==> src/rtl/pll_lock_reset_sequencer.sv <==
// Turns the asynchronous PLL LOCK into a synchronously released reset plus a ready flag.
// Optional PLL re-reset on lock timeout is compiled in with `define PLL_LOCK_TIMEOUT_EN.
module pll_lock_reset_sequencer #(
  parameter int unsigned SYNC_STAGES        = 2,
  parameter int unsigned LOCK_STABLE_CYCLES = 1024,
  parameter int unsigned RESET_HOLD_CYCLES  = 16,
  parameter int unsigned TIMEOUT_CYCLES     = 65536,
  parameter int unsigned PLL_RST_CYCLES     = 8
) (
  input  logic       clock,
  input  logic       reset,
  input  logic       pll_locked,
  output logic       rst_out,
  output logic       ready,
  output logic [7:0] lock_loss_count,
  output logic       pll_rst
);

  function automatic int unsigned max2(input int unsigned a, input int unsigned b);
    return (a > b) ? a : b;
  endfunction

  localparam int unsigned MaxCycles =
      max2(max2(LOCK_STABLE_CYCLES, RESET_HOLD_CYCLES), max2(TIMEOUT_CYCLES, PLL_RST_CYCLES));
  localparam int unsigned CntW = $clog2(MaxCycles) + 1;

  typedef enum logic [2:0] {
    StWaitLock,
    StStabilize,
    StHold,
    StRun,
    StPllReset
  } state_e;

  state_e            state_q, state_d;
  logic [CntW-1:0]   cnt_q, cnt_d;
  logic [7:0]        loss_d;
  logic [SYNC_STAGES-1:0] sync_q;
  logic              locked_s;

  always_ff @(posedge clock or posedge reset) begin
    if (reset) begin
      sync_q <= '0;
    end else begin
      sync_q <= {sync_q[SYNC_STAGES-2:0], pll_locked};
    end
  end

  assign locked_s = sync_q[SYNC_STAGES-1];

  always_comb begin
    state_d = state_q;
    cnt_d   = cnt_q + CntW'(1);
    loss_d  = lock_loss_count;
    unique case (state_q)
      StWaitLock: begin
`ifndef PLL_LOCK_TIMEOUT_EN
        cnt_d = '0;
`endif
        if (locked_s) begin
          state_d = StStabilize;
          cnt_d   = '0;
`ifdef PLL_LOCK_TIMEOUT_EN
        end else if (cnt_q == CntW'(TIMEOUT_CYCLES - 1)) begin
          state_d = StPllReset;
          cnt_d   = '0;
`endif
        end
      end
      StStabilize: begin
        if (!locked_s) begin
          state_d = StWaitLock;
          cnt_d   = '0;
        end else if (cnt_q == CntW'(LOCK_STABLE_CYCLES - 1)) begin
          state_d = StHold;
          cnt_d   = '0;
        end
      end
      StHold: begin
        if (!locked_s) begin
          state_d = StWaitLock;
          cnt_d   = '0;
        end else if (cnt_q == CntW'(RESET_HOLD_CYCLES - 1)) begin
          state_d = StRun;
          cnt_d   = '0;
        end
      end
      StRun: begin
        cnt_d = '0;
        if (!locked_s) begin
          state_d = StWaitLock;
          loss_d  = (lock_loss_count == 8'hFF) ? lock_loss_count : lock_loss_count + 8'd1;
        end
      end
      StPllReset: begin
        // Lock is ignored here; the PLL is being reset on purpose.
        if (cnt_q == CntW'(PLL_RST_CYCLES - 1)) begin
          state_d = StWaitLock;
          cnt_d   = '0;
        end
      end
      default: begin
        state_d = StWaitLock;
        cnt_d   = '0;
      end
    endcase
  end

  always_ff @(posedge clock or posedge reset) begin
    if (reset) begin
      state_q         <= StWaitLock;
      cnt_q           <= '0;
      rst_out         <= 1'b1;
      ready           <= 1'b0;
      lock_loss_count <= 8'd0;
    end else begin
      state_q         <= state_d;
      cnt_q           <= cnt_d;
      rst_out         <= (state_d != StRun);
      ready           <= (state_d == StRun);
      lock_loss_count <= loss_d;
    end
  end

`ifdef PLL_LOCK_TIMEOUT_EN
  always_ff @(posedge clock or posedge reset) begin
    if (reset) begin
      pll_rst <= 1'b0;
    end else begin
      pll_rst <= (state_d == StPllReset);
    end
  end
`else
  assign pll_rst = 1'b0;
`endif

endmodule

==> config.mk <==
export PLATFORM = sky130hd
export DESIGN_NAME = pll_lock_reset_sequencer
export DESIGN_NICKNAME = d
export VERILOG_FILES = /design/src/rtl/pll_lock_reset_sequencer.sv
export SDC_FILE = /design/constraint.sdc
export NUM_CORES = 1
export LEC_CHECK = 0
export CELL_PAD_IN_SITES_DETAIL_PLACEMENT = 2
export CELL_PAD_IN_SITES_GLOBAL_PLACEMENT = 2
export CORE_MARGIN = 3
export CORE_UTILIZATION = 39
export CTS_BUF_LIST = sky130_fd_sc_hd__clkbuf_2 sky130_fd_sc_hd__clkbuf_4 sky130_fd_sc_hd__clkbuf_8
export DETAILED_ROUTE_END_ITERATION = 6
export GPL_TIMING_DRIVEN = 0
export PLACE_DENSITY_LB_ADDON = 0.1
export REMOVE_ABC_BUFFERS = 1
export SLEW_MARGIN = 20
export SYNTH_ARGS = -nofsm -noshare
export SYNTH_HDL_FRONTEND = slang
export SYNTH_SLANG_ARGS = --single-unit
export TNS_END_PERCENT = 100
==> constraint.sdc <==
create_clock -name clock -period 1.99 [get_ports clock]
set_input_delay 0.2985 -clock clock [delete_from_list [all_inputs] [get_ports clock]]
set_output_delay 0.2985 -clock clock [all_outputs]
set_load 0.1 [all_outputs]
# Yosys cells after proc, flatten, opt, wreduce, memory -nomap -nowiden
# Cells that the tools add are included.
# op_classes
n_eq_ne	10
reduce_logical	2
n_bitwise	2
addsub	2
muxes	14
# op_table
op	count
$mux W17	5
$pmux W17 S3	1
$mux W3	7
$add A17 B1 Y17 const B	1
$eq A17 B10 Y1 const B	1
$eq A17 B3 Y1 const B	1
$eq A17 B4 Y1 const B	1
$pmux W3 S5	1
$eq A3 B2 Y1 const B	3
$add A8 B1 Y8 const B	1
$eq A8 B8 Y1 const B	1
$eq A3 B1 Y1 const B	1
$eq A3 B3 Y1 const B	1
$logic_not A3 Y1	1
$ne A3 B2 Y1 const B	1
$reduce_and A3 Y1	1
$not A1 Y1	2
# totals
output_inout_bits	11
word_cells	36
input_bits	3
register_bits	32

# Longest topological paths before layout
# logic_depth
word_depth	5
ltp_mapped	7
ltp_nobuf	5

# Least setup slack after synthesis
# OpenSTA, ideal clock, no wires.
# synth_timing
kind	register to register
from	reg lock_loss_count[2]
to	reg lock_loss_count[5]
t_arrival_ns	1.884
setup_ns	0.159
stages_incl_launch_ff	5
period_less_slack_ns	2.042
slack_ns	-0.052
n_path_buf	0
t_required_ns	1.831
cell_sequence	dfrtp_1 and4_1 a311oi_1 nand4_1 xnor2_1
# synth_via
elab_chain_len	3
word_cells_on_any_way	4
cone_classes	1 x add/sub; 1 x eq/ne; 1 x bitwise; 1 x reduce/logical
# synth_rtl
element	line_no	source
start, declared	15	output logic [7:0] lock_loss_count,
start signal, assigned	121	lock_loss_count <= loss_d;
branches (longest 3 deep; another with $add A8 B1 Y8)	n/a	
# Parallel ways; which one is timed is not known.
# A chain may end at the register's enable or synchronous reset.

# Worst setup path in the final report
# layout_timing
from	reg cnt_q[12]
to	reg cnt_q[2]
# layout_via
elab_chain_len	4
word_cells_on_any_way	9
cone_classes	3 x eq/ne; 6 x mux
# layout_rtl
element	line_no	source
start, declared	36	logic [CntW-1:0] cnt_q, cnt_d;
start signal, assigned	118	cnt_q <= cnt_d;
$eq A17 B4 Y1 / $eq A17 B10 Y1 (equally long branches)	83, 74	
$mux W17 (on tied branches)	83, 74	
$mux W17 (on tied branches)	80, 71	
$pmux W17 S3 (*)	55	unique case (state_q)
net cnt_d[2]	36	
# Mark *: on every way through the listed nets, which the timed path passes. The rest lies on a longest branch.

==> impl_metrics.ini <==
[hold_path]
min_from = sync_q[0]
hold_depth = 0
min_path_type = flip-flop to flip-flop
whs_endpoint = sync_q[1]

[finish]
layout.nets = 176
syn2layout_area_growth_pct = 20.8
n_antenna_cell = 0
drive_gt1_frac = 0.163
mostFrequentLayoutCells = dfrtp_1, a31oi_1, xnor2_1
layout_commonest_cell = dfrtp_1
fin_area_um2 = 1970

[synth]
syn_inst = 151
synth_edf_count = 0
ys_types = 42
ys_seq_area_frac = 0.492
ys.flop_type = dfrtp_1
async_flop_share = 1.00
synth_area_per_cell_um2 = 10.8
ys_warn_count = 0
syn-cell-area_um2 = 1630
synth-seq-cells = 32

[power_and_ir_drop]
leakagePower_nw = 0.815
peakVddDrop_mv = 0.415
cellPowerDensity_nw_per_um2 = 707
total_power_mw = 1.39

[drt]
drc = 0
vias = 1258
viasPerCell = 5.72
drt_iter0_drc = 53
avgRoutedWirePerCell_um = 20.7
antenna_left = 0
routed_wl_um = 4560
dr.pass1.iters = 4

[grt]
gr-total-overflow = 0
antenna_found_initial = 0
first_global_vias = 1388
grt_first_pass_wirelength_um = 7150
grt_start_max_net_pins = 33
grt_util_all_layers = 0.182

[timing]
fin_crit_sh = 0.994
setup_viol = 0
finalHoldViolations = 0
tns_ns = 0
timing.max_slew.rel_slack = 0.358
whs_ns = 0.363
maxSlewViolCount = 0
max_freq_mhz = 505
worstMarginPinSlew_ns = 0.966
skew_ns = 0.00682
fin_crit_ns = 1.98

[clock_tree]
cts_buffers = 5
cts_tree = yes
path_clk_slew_ns = 0.06
clkLatencyLatePin_ns = 0.29
clock_tree.buffer_depth = 2
cts_root_buffer = clkbuf_8
cts_sinks = 32
ctsHoldBuffers = 0
cts-htree-levels = 2

[die]
die_h_um = 70.6
fp.coreArea_um2 = 3850
die_x_um = 70.6
dieArea_um2 = 4990
start_util = 0.423
fp-row-count = 22
io_pins = 14

[worst_setup_path]
crit_path_end_kind = flip-flop
r2r-start = cnt_q[12]
r2r_setup_slack_ns = 0.01
crit_path_top_delay_cell = dfrtp_1
path_cells = nor4_2 > nand4_2 > o311ai_4 > buf_4 > a31oi_1
critPathMaxStageDelay_ns = 0.45
required_ns = 2.14
cp_max_fo = 9
crit_type = flip-flop to flip-flop
crit_arrival_ns = 2.13
timing.rr.end = cnt_q[2]
reg2reg_depth = 5
startpoint_type = flip-flop

[place]
gp_congestion = 0.742
dpl-instance-area_um2 = 1770
dp_hpwl_um = 2610
io_buffer_count = 12

[status]
status = finished clean

[flow_run]
maxCapViolCount = 0
synth_stat cells, drive strengths merged, types with 2 or more instances:
cell type	count	area, µm²
and2	3	18.8
ha	2	25.0
nor4	5	43.8
xor2	5	43.8
nand3	7	40.0
a31oi	15	93.8
a32oi	3	26.3
nand2	8	30.0
dfrtp	31	776
or3	3	23.8
buf	5	38.8
xnor2	14	123
inv	10	37.5
and3	2	12.5
nor3	5	25.0
nand4	6	43.8
o21ai	3	15.0
nor2	6	22.5
critical path, delay by kind of cell, from the launching register on:
kind                   cells  cell delay [ns]
AO/OA/AOI/OAI              2             0.45
flip-flops                 1             0.45
AND/OR/NAND/NOR            2             0.72
buffers and inverters      1             0.23
metal layers:
layer  share of wire  GRT usage  vias to the layer above
met4           0.017     0.0564                        0
met5               0          0                        -
met2            0.51      0.293                       17
li1                -          -                      592
met3           0.032     0.0483                        8
met1            0.44      0.240                      641
kinds of logic (layout without fill, tap and decap cells):
kind of cell	Yosys count	count (layout)	synth area share
buffers and inverters	16	37	0.0492
other	1	1	0.00230
multiplexers	1	1	0.00691
XOR/XNOR	19	19	0.102
AO/OA/AOI/OAI	30	30	0.145
adder cells (fa/ha/maj)	2	2	0.0154
flip-flops	32	32	0.492
AND/OR/NAND/NOR	50	50	0.187
report_power, final:
| group | internal (mW) | switching, mW |
|---|---|---|
| sequential | 0.655 | 0.00436 |
| combinational | 0.0102 | 0.0355 |
| clock | 0.442 | 0.245 |
how the worst max path moves through the flow:
| stage | startpoint | end | slack [ns] | depth (start not counted) |
|---|---|---|---|---|
| 2_1_floorplan | lock_loss_count[2] | lock_loss_count[5] | -0.05 | 4 |
| 3_3_place_gp | cnt_q[12] | cnt_q[13] | -0.13 | 4 |
| 3_5_place_dp | cnt_q[12] | cnt_q[13] | -0.18 | 4 |
| 4_1_cts | cnt_q[12] | cnt_q[13] | 0.02 | 4 |
| 5_1_grt | cnt_q[12] | cnt_q[3] | -0.10 | 5 |
| 6_report | cnt_q[12] | cnt_q[2] | 0.01 | 5 |
registers in the layout, summed over array words and instances, names as in the netlist:
register	cells
lock_loss_count	8
rst_out	1
sync_q	2
cnt_q	17
state_q	3
ready	1
area by class of cell:
class / count / area [µm²]
Tap cell: 48 / 60.1
Clock buffer: 7 / 96.3
Timing Repair Buffer: 19 / 173
Inverter: 10 / 37.5
Multi-Input combinational cell: 103 / 769
Sequential cell: 32 / 802
Fill cell: 405 / 1890
Clock inverter: 1 / 30.0
per-stage QoR:
step	utilization	setup WS (ns)	instances
6_report	0.511	0.0115	220
5_1_grt	0.511	-0.103	220
4_1_cts	0.499	0.0157	216
3_5_place_dp	0.458	-0.182	205
3_3_place_gp	0.458	-0.127	205
2_1_floorplan	-	-0.0525	145
what timing repair did:
item / CTS / global route
setup endpoints to repair: 28 / 18
buffers inserted: 3 / 4
pin swaps: 1 / 2
hold endpoints to repair: 0 / 0
resized for setup: 12 / 1
Note: power is estimated with default switching activity, not from simulation.
